$ cat config.mk
export PLATFORM = sky130hd
export DESIGN_NAME = ram_access_master
export DESIGN_NICKNAME = d
export VERILOG_FILES = /design/src/rtl/ram_access_pkg.sv /design/src/rtl/ram_access_master_ctr.sv /design/src/rtl/ram_access_master.sv
export SDC_FILE = /design/constraint.sdc
export NUM_CORES = 1
export LEC_CHECK = 0
export CORE_ASPECT_RATIO = 1.5
export CORE_UTILIZATION = 35
export DETAILED_ROUTE_END_ITERATION = 12
export PLACE_DENSITY = 0.69
export REMOVE_ABC_BUFFERS = 1
export SYNTH_ARGS = -nofsm -noshare
export SYNTH_HDL_FRONTEND = slang
export SYNTH_SLANG_ARGS = --single-unit
$ cat constraint.sdc
create_clock -name clk -period 1.5 [get_ports clk]
set_input_delay 0.225 -clock clk [delete_from_list [all_inputs] [get_ports clk]]
set_output_delay 0.225 -clock clk [all_outputs]
set_load 0.02 [all_outputs]
$ cat src/rtl/ram_access_pkg.sv
// Shared types and defaults for the RAM access sequencer.
package ram_access_pkg;

    localparam int ADDR_W_DEF = 16;
    localparam int DATA_W_DEF = 32;
    localparam int LEN_W_DEF  = 8;

    localparam logic RW_READ  = 1'b0;
    localparam logic RW_WRITE = 1'b1;

    typedef enum logic [2:0] {
        S_IDLE,
        S_WR_ACCEPT,
        S_WR_SETUP,
        S_WR_STROBE,
        S_RD_SETUP,
        S_RD_WAIT,
        S_RD_HOLD,
        S_DONE
    } state_e;

endpackage

$ cat src/rtl/ram_access_master_ctr.sv
// Burst address/beat counter: loads a start point, steps with address wrap.
module ram_burst_ctr
    import ram_access_pkg::*;
#(
    parameter int ADDR_W = ADDR_W_DEF,
    parameter int LEN_W  = LEN_W_DEF
) (
    input  logic              clk,
    input  logic              rst_n,
    input  logic              load,
    input  logic              step,
    input  logic [ADDR_W-1:0] start_addr,
    input  logic [LEN_W-1:0]  start_len,
    output logic [ADDR_W-1:0] cur_addr,
    output logic              last
);

    logic [ADDR_W-1:0] addr_q, addr_d;
    logic [LEN_W-1:0]  beats_q, beats_d;

    always_comb begin
        addr_d  = addr_q;
        beats_d = beats_q;
        if (load) begin
            addr_d  = start_addr;
            beats_d = (start_len == '0) ? LEN_W'(1) : start_len;
        end else if (step) begin
            addr_d  = addr_q + ADDR_W'(1);
            beats_d = beats_q - LEN_W'(1);
        end
    end

    always_ff @(posedge clk) begin
        if (!rst_n) begin
            addr_q  <= '0;
            beats_q <= '0;
        end else begin
            addr_q  <= addr_d;
            beats_q <= beats_d;
        end
    end

    assign cur_addr = addr_q;
    assign last     = (beats_q == LEN_W'(1));

endmodule

$ cat src/rtl/ram_access_master.sv
// Initiator-side sequencer driving the single-port RAM strobes for
// single and burst reads/writes with valid/ready streaming.
module ram_access_master
    import ram_access_pkg::*;
#(
    parameter int ADDR_W  = ADDR_W_DEF,
    parameter int DATA_W  = DATA_W_DEF,
    parameter int LEN_W   = LEN_W_DEF,
    parameter int RD_WAIT = 1
) (
    input  logic              clk,
    input  logic              rst_n,
    input  logic              cmd_valid,
    output logic              cmd_ready,
    input  logic              cmd_we,
    input  logic [ADDR_W-1:0] cmd_addr,
    input  logic [LEN_W-1:0]  cmd_len,
    input  logic              wr_valid,
    output logic              wr_ready,
    input  logic [DATA_W-1:0] wr_data,
    output logic              rd_valid,
    input  logic              rd_ready,
    output logic [DATA_W-1:0] rd_data,
    output logic              busy,
    output logic              done,
    output logic              ram_rw,
    output logic [ADDR_W-1:0] ram_address,
    output logic [DATA_W-1:0] ram_data_input,
    input  logic [DATA_W-1:0] ram_data_output
);

    localparam int WAIT_W = (RD_WAIT > 1) ? $clog2(RD_WAIT) : 1;

    state_e state_q, state_d;

    logic [WAIT_W-1:0] wait_q, wait_d;
    logic              cmd_ready_q, cmd_ready_d;
    logic              wr_ready_q, wr_ready_d;
    logic              rd_valid_q, rd_valid_d;
    logic              busy_q, busy_d;
    logic              done_q, done_d;
    logic              ram_rw_q, ram_rw_d;
    logic [DATA_W-1:0] rd_data_q, rd_data_d;
    logic [ADDR_W-1:0] ram_address_q, ram_address_d;
    logic [DATA_W-1:0] ram_data_input_q, ram_data_input_d;

    logic              ctr_load;
    logic              ctr_step;
    logic [ADDR_W-1:0] cur_addr;
    logic              last;

    ram_burst_ctr #(
        .ADDR_W (ADDR_W),
        .LEN_W  (LEN_W)
    ) u_ctr (
        .clk        (clk),
        .rst_n      (rst_n),
        .load       (ctr_load),
        .step       (ctr_step),
        .start_addr (cmd_addr),
        .start_len  (cmd_len),
        .cur_addr   (cur_addr),
        .last       (last)
    );

    always_comb begin
        state_d          = state_q;
        wait_d           = wait_q;
        rd_data_d        = rd_data_q;
        ram_address_d    = ram_address_q;
        ram_data_input_d = ram_data_input_q;
        ctr_load         = 1'b0;
        ctr_step         = 1'b0;
        unique case (state_q)
            S_IDLE: begin
                if (cmd_valid && cmd_ready_q) begin
                    ctr_load = 1'b1;
                    state_d  = cmd_we ? S_WR_ACCEPT : S_RD_SETUP;
                end
            end
            S_WR_ACCEPT: begin
                if (wr_valid && wr_ready_q) begin
                    ram_address_d    = cur_addr;
                    ram_data_input_d = wr_data;
                    state_d          = S_WR_SETUP;
                end
            end
            S_WR_SETUP: state_d = S_WR_STROBE;
            S_WR_STROBE: begin
                ctr_step = 1'b1;
                state_d  = last ? S_DONE : S_WR_ACCEPT;
            end
            S_RD_SETUP: begin
                ram_address_d = cur_addr;
                wait_d        = WAIT_W'(RD_WAIT - 1);
                state_d       = S_RD_WAIT;
            end
            S_RD_WAIT: begin
                if (wait_q == '0) begin
                    rd_data_d = ram_data_output;
                    state_d   = S_RD_HOLD;
                end else begin
                    wait_d = wait_q - WAIT_W'(1);
                end
            end
            S_RD_HOLD: begin
                if (rd_ready) begin
                    ctr_step = 1'b1;
                    state_d  = last ? S_DONE : S_RD_SETUP;
                end
            end
            S_DONE: state_d = S_IDLE;
            default: state_d = S_IDLE;
        endcase
        // Outputs are decoded from the next state so they line up with it.
        cmd_ready_d = (state_d == S_IDLE);
        busy_d      = (state_d != S_IDLE);
        wr_ready_d  = (state_d == S_WR_ACCEPT);
        rd_valid_d  = (state_d == S_RD_HOLD);
        done_d      = (state_d == S_DONE);
        ram_rw_d    = (state_d == S_WR_STROBE) ? RW_WRITE : RW_READ;
    end

    always_ff @(posedge clk) begin
        if (!rst_n) begin
            state_q          <= S_IDLE;
            wait_q           <= '0;
            cmd_ready_q      <= 1'b0;
            wr_ready_q       <= 1'b0;
            rd_valid_q       <= 1'b0;
            busy_q           <= 1'b0;
            done_q           <= 1'b0;
            ram_rw_q         <= RW_READ;
            rd_data_q        <= '0;
            ram_address_q    <= '0;
            ram_data_input_q <= '0;
        end else begin
            state_q          <= state_d;
            wait_q           <= wait_d;
            cmd_ready_q      <= cmd_ready_d;
            wr_ready_q       <= wr_ready_d;
            rd_valid_q       <= rd_valid_d;
            busy_q           <= busy_d;
            done_q           <= done_d;
            ram_rw_q         <= ram_rw_d;
            rd_data_q        <= rd_data_d;
            ram_address_q    <= ram_address_d;
            ram_data_input_q <= ram_data_input_d;
        end
    end

    assign cmd_ready      = cmd_ready_q;
    assign wr_ready       = wr_ready_q;
    assign rd_valid       = rd_valid_q;
    assign busy           = busy_q;
    assign done           = done_q;
    assign ram_rw         = ram_rw_q;
    assign rd_data        = rd_data_q;
    assign ram_address    = ram_address_q;
    assign ram_data_input = ram_data_input_q;

endmodule

==> Word-level counts from Yosys, hierarchy flattened <==
Index checks and enable logic that the tools add are counted.
{ "word_totals": {"regBits": 114, "inputBits": 94, "output_inout_bits": 86, "wordCells": 64} }
{ "classes": {"add_sub_neg": 3, "eq_ne": 13, "n_mux": 22, "n_bitwise": 1, "reduce_logical": 12} }
{ "op_table": {"columns": ["cell", "n"], "rows": [
  ["$mux 16", 3],
  ["$pmux 16 s2", 1],
  ["$mux 8", 3],
  ["$pmux 3 s8", 1],
  ["$eq 3x3->1 const B", 6],
  ["$mux 3", 6],
  ["$add 16x1->16 const B", 1],
  ["$eq 3x2->1 const B", 3],
  ["$eq 8x1->1 const B", 1],
  ["$logic_not 8->1", 1],
  ["$sub 8x1->8 const B", 1],
  ["$eq 3x1->1 const B", 2],
  ["$logic_not 3->1", 2],
  ["$reduce_and 2->1", 3],
  ["$reduce_bool 2->1", 3],
  ["$mux 1", 5],
  ["$pmux 1 s2", 2],
  ["$reduce_bool 3->1", 1],
  ["$logic_and 1x1->1", 2],
  ["$mux 2", 1],
  ["$ne 2x2->1 const B", 1],
  ["$not 1->1", 1],
  ["$sub 1x1->1 const B", 1]
]} }

==> Depth between registers and ports, before layout <==
{ "logic_depth": {"word_depth": 6, "mapped_depth": 7, "mapped_depth_nobuf": 6} }

==> Hierarchy <==
From an unflattened synthesis, not the netlist that was laid out.
{ "hier_totals": {"cells_unflattened": 533, "area_unflattened_um2": 4505.6} }
{ "modules_own_cells": {"columns": ["mod", "instances", "cells_per_inst", "area_per_inst_um2", "seq_area_each_um2"], "rows": [
  ["ram_access_master", 1, 378, 3209.3, 1781.7],
  ["ram_burst_ctr", 1, 155, 1296.2, 480.5]
]} }

==> Worst setup path before layout <==
No wires, ideal clock.
{ "synth_path": {"kind": "register to register", "from": "reg u_ctr.beats_q[2]", "to": "reg ram_rw_q, in the netlist ram_rw", "setup_ps": 87, "arrival_ps": 1572, "required_time_ps": 1413, "slack_ps": -159, "path_stages_with_launch": 5, "n_path_buf": 0, "period_less_slack_ps": 1659, "cell_sequence": "dfxtp_1 > or4_4 > nor4_4 > a211oi_2 > nor4b_2"} }
{ "synth_via": {"elab_chain_len": 6, "word_cells_on_any_way": 7, "classes_between": "eq/ne: 2; mux: 5"} }
{ "synth_rtl": {"columns": ["item", "line_no", "text"], "rows": [
  ["start: declaration", "ram_access_master_ctr.sv:19", "logic [LEN_W-1:0] beats_q, beats_d;"],
  ["start signal: assignment", "ram_access_master_ctr.sv:39", "beats_q <= beats_d;"],
  ["$eq 8x1->1 (*)", "ram_access_master_ctr.sv:44", "assign last = (beats_q == LEN_W'(1));"],
  ["$mux 2", "ram_access_master.sv:109", "state_d = last ? S_DONE : S_RD_SETUP;"],
  ["$mux 3", "ram_access_master.sv:107", "if (rd_ready) begin"],
  ["$pmux 3 s8 (*)", "ram_access_master.sv:74", "unique case (state_q)"],
  ["$eq 3x2->1 (*)", "ram_access_master.sv:121", "ram_rw_d = (state_d == S_WR_STROBE) ? RW_WRITE : RW_READ;"],
  ["$mux 1 (*)", "ram_access_master.sv:121", null],
  ["end signal: assignment", "ram_access_master.sv:145", "ram_rw_q <= ram_rw_d;"],
  ["end: declaration", "ram_access_master.sv:42", "logic ram_rw_q, ram_rw_d;"]
]} }
Mark *: on every way between the ends. The rest lies on a longest branch, timed or not.
A chain may end at the register's enable or synchronous reset.

==> Worst setup path in the final report <==
{ "layout_path": {"from": "reg u_ctr.beats_q[4]", "to": "reg cmd_ready_q, in the netlist cmd_ready"} }
{ "layout_via": {"elab_chain_len": 5, "word_cells_on_any_way": 6, "classes_between": "eq/ne: 1; mux: 4; reduce/logical: 1"} }
{ "layout_rtl": {"columns": ["item", "line_no", "text"], "rows": [
  ["$eq 8x1->1 (*)", "ram_access_master_ctr.sv:44", null],
  ["$mux 2", "ram_access_master.sv:109", null],
  ["$mux 3", "ram_access_master.sv:107", null],
  ["$pmux 3 s8 (*)", "ram_access_master.sv:74", null],
  ["$logic_not 3->1 (*)", "ram_access_master.sv:116", "cmd_ready_d = (state_d == S_IDLE);"],
  ["end signal: assignment", "ram_access_master.sv:140", "cmd_ready_q <= cmd_ready_d;"],
  ["end: declaration", "ram_access_master.sv:37", "logic cmd_ready_q, cmd_ready_d;"]
]} }
Marks and branches as above.

==> results.py <==
metrics = {
    "run": {
        "maxCapViolations": 0,
    },
    "cells_and_area": {
        "drive_above_1_share_pct": 36.0,
        "design_area_um2": 8950,
        "postLayoutCoreUtil_pct": 70.8,
        "syn2layout_area_growth_pct": 95.5,
        "fin_nets": 911,
        "antenna_cells": 0,
        "layout.cells.non_filler": 983,
        "fillCellCount": 900,
    },
    "drt": {
        "vias": 5319,
        "totalWireLength_um": 18900,
        "antenna_left": 0,
        "drt-initial-drc-count": 250,
        "drc": 0,
        "drt-vias-per-instance": 5.41,
        "wl_per_cell_um": 19.3,
        "drt-pass1-iter-count": 5,
    },
    "global_route": {
        "antenna_found_initial": 0,
        "grt_pass1_vias": 5187,
        "grtUsageTotal_pct": 23.9,
        "grt_max_degree": 50,
        "grt_pass1_wl_um": 25100,
        "globalRouteOverflowTotal": 0,
    },
    "sta": {
        "worst_slew_pin_slew_ns": 0.602,
        "finalCritPeriodShare_pct": 116,
        "slew_violations": 0,
        "fin_skew_ns": 0.0103,
        "rsz0062_at_grt": "yes",
        "slew_headroom_pct": 59.8,
        "finalWorstPathRequiredPeriod_ns": 1.74,
        "finalSetupViolCount": 82,
        "fmax_mhz": 574,
        "setup_slack_ns": -0.242,
        "hold_viol_final": 0,
    },
    "setup_path": {
        "critPathLaunchType": "flop",
        "crit_fanout": 6,
        "critPathArrivalTime_ns": 2.03,
        "endpoint_kind": "flop",
        "required_ns": 1.79,
        "crit_buf_inv": 1,
        "path_cells": "or4_4, nor4b_4, nor3_2, buf_4, and4_1",
        "crit_slowest_cell": "or4_4",
        "worst_path_largest_cell_delay_ns": 0.59,
        "path_delay_family": "simple AND/OR/NAND/NOR gates",
        "path_class": "flop to flop",
    },
    "logic_synthesis": {
        "syn_area_um2": 4580,
        "synth_warnings": 0,
        "yosysMostFrequentCell": "nand2_1",
        "synthFlopType": "dfxtp_1",
        "synthCells": 546,
        "ys_async_sr_fraction_pct": 0,
        "ys_seq_area_share_pct": 49.4,
        "yosysTopAreaCell": "dfxtp_1",
        "synth_common_cells": "nand2_1 (138), dfxtp_1 (113), a21oi_1 (75), clkbuf_1 (34), nor2_1 (28)",
        "ys_types": 55,
        "synth_edf_count": 0,
        "ys_top_cells_by_area": "dfxtp_1 (49%), nand2_1 (11%), a21oi_1 (8.2%)",
        "synth_top_area_share_pct": 49.4,
        "ys_seq_elements": 113,
        "syn_area_per_cell_um2": 8.38,
    },
    "placement": {
        "gp_congestion": 0.838,
        "dpl_cell_area_um2": 6980,
        "placed_cells": 906,
        "port_buffers": 179,
        "place_hpwl_um": 9960,
    },
    "power_and_ir_drop": {
        "p_leak_nw": 3.82,
        "p_int_w": 0.00685,
        "p_comb_share_pct": 21.5,
        "p_per_area_nw_per_um2": 1060,
        "seqPwrFrac_pct": 34.9,
        "swShare_pct": 27.5,
        "pwr-share-clk_pct": 43.5,
        "ir_worst_vdd_mv": 0.770,
        "p_sw_w": 0.00259,
    },
    "outcome": {
        "violations": "setup timing",
        "status": "finished, violations left",
    },
    "cts": {
        "htreeDepth": 4,
        "cts-root-buf": "clkbuf_16",
        "cts_hold_buf": 0,
        "clk_latency_ns": 0.40,
        "cts_sinks": 113,
        "clkTransAtPathRegs_ns": 0.05,
        "clock_path_buffers": 2,
        "numCtsBuffers": 17,
        "cts_tree": "built",
    },
    "die": {
        "die_w_um": 95.4,
        "fp.dieH_um": 142,
        "dieArea_um2": 13500,
        "core_um2": 12600,
        "io_pins": 180,
        "start_util_pct": 36.2,
        "num_rows": 50,
    },
    "hold_path": {
        "min_path_type": "input pin to flop",
    },
}
## final timing paths
check | cells past startpoint | slack, ns | from | to
hold reg to reg | 2 | 0.45 | rd_data[21] | rd_data[21]
setup / recovery | 5 | -0.24 | u_ctr.beats_q[4] | cmd_ready
setup reg to reg | 5 | -0.24 | u_ctr.beats_q[4] | cmd_ready
hold / removal | 3 | 0.37 | ram_data_output[12] | rd_data[12]
## metrics by stage
step                setup WS (ns)  power, W  hold WS [ns]  setup TNS (ns)
global placement           -0.350   0.00469         0.442          -17.10
floorplan                  -0.531   0.00390         0.361          -38.93
global route               -0.293   0.00974         0.364          -13.68
detailed placement         -0.371   0.00472         0.446          -20.30
finish                     -0.242   0.00944         0.373           -8.14
CTS                        -0.214   0.00902         0.353           -3.76
## power groups by stage
stage	Sequential [W]	Clock, W	Combinational (W)
2_1_floorplan	0.00340	0	0.000505
3_3_place_gp	0.00332	0	0.00137
4_1_cts	0.00327	0.00417	0.00158
6_report	0.00330	0.00411	0.00203
5_1_grt	0.00331	0.00430	0.00213
3_5_place_dp	0.00333	0	0.00139
## cells in the final DEF (no fill, tap or decap), types with 6 or more instances in the layout
cell and instances:
clkbuf_16 24, dlygate4sd2_1 85, nand2_2 13, o21ai_0 8, clkdlybuf4s50_1 93, inv_1 6
o21ai_1 7, nor2_1 22, nor3_1 9, buf_6 26, nand2_1 97, dfxtp_1 107
buf_12 10, mux2i_1 15, a21oi_2 46, nand2_4 28, a21oi_1 29, and4_1 6
a31oi_1 8, buf_4 59
## timing repair
item	in CTS	in global routing
pin swaps	51	79
buffers inserted	22	11
cloned	9	9
endpoints found under the hold margin	0	0
gates resized for setup	187	154
endpoints found under the setup margin	157	99
## flip-flops by register name (all words and copies together) (netlist names)
signal and flops:
rd_valid 1, ram_data_input 32, busy 1, u_ctr.cur_addr 16, state_q 3, rd_data 32
ram_address 16, ram_rw 1, cmd_ready 1, done 1, wr_ready 1, u_ctr.beats_q 8
## area by class of cell
| class | count | area, um^2 | area share (%) |
|---|---|---|---|
| Clock inverter | 13 | 163 | 1.82 |
| Timing Repair Buffer | 283 | 2850 | 31.8 |
| Inverter | 7 | 26.3 | 0.294 |
| Clock buffer | 19 | 443 | 4.95 |
| Sequential cell | 113 | 2270 | 25.4 |
| Tap cell | 156 | 195 | 2.18 |
| Multi-Input combinational cell | 392 | 3000 | 33.5 |
## metal layers
metal / vias to the layer above / GRT usage [%] / part of all wire (%)
li1: 2439 / - / -
met1: 2559 / 23.8 / 35
met2: 256 / 45.2 / 56
met3: 65 / 5.40 / 5.7
met4: 0 / 12.0 / 4.1
met5: - / 0 / 0
## worst min-delay path, cell delays in order
cell,delay [ns]
clkdlybuf4s50_1,0.40
nand2_1,0.05
a21oi_1,0.05
## cells by family after synthesis
logic type	after synthesis	synth area share, %
fa+ha+maj	3	0.820
mux	17	3.72
xor+xnor	5	0.957
compound gates	136	17.4
simple gates	226	23.6
buf+inv	46	4.02
flops	113	49.4
Note: power is estimated with default switching activity, not from simulation.
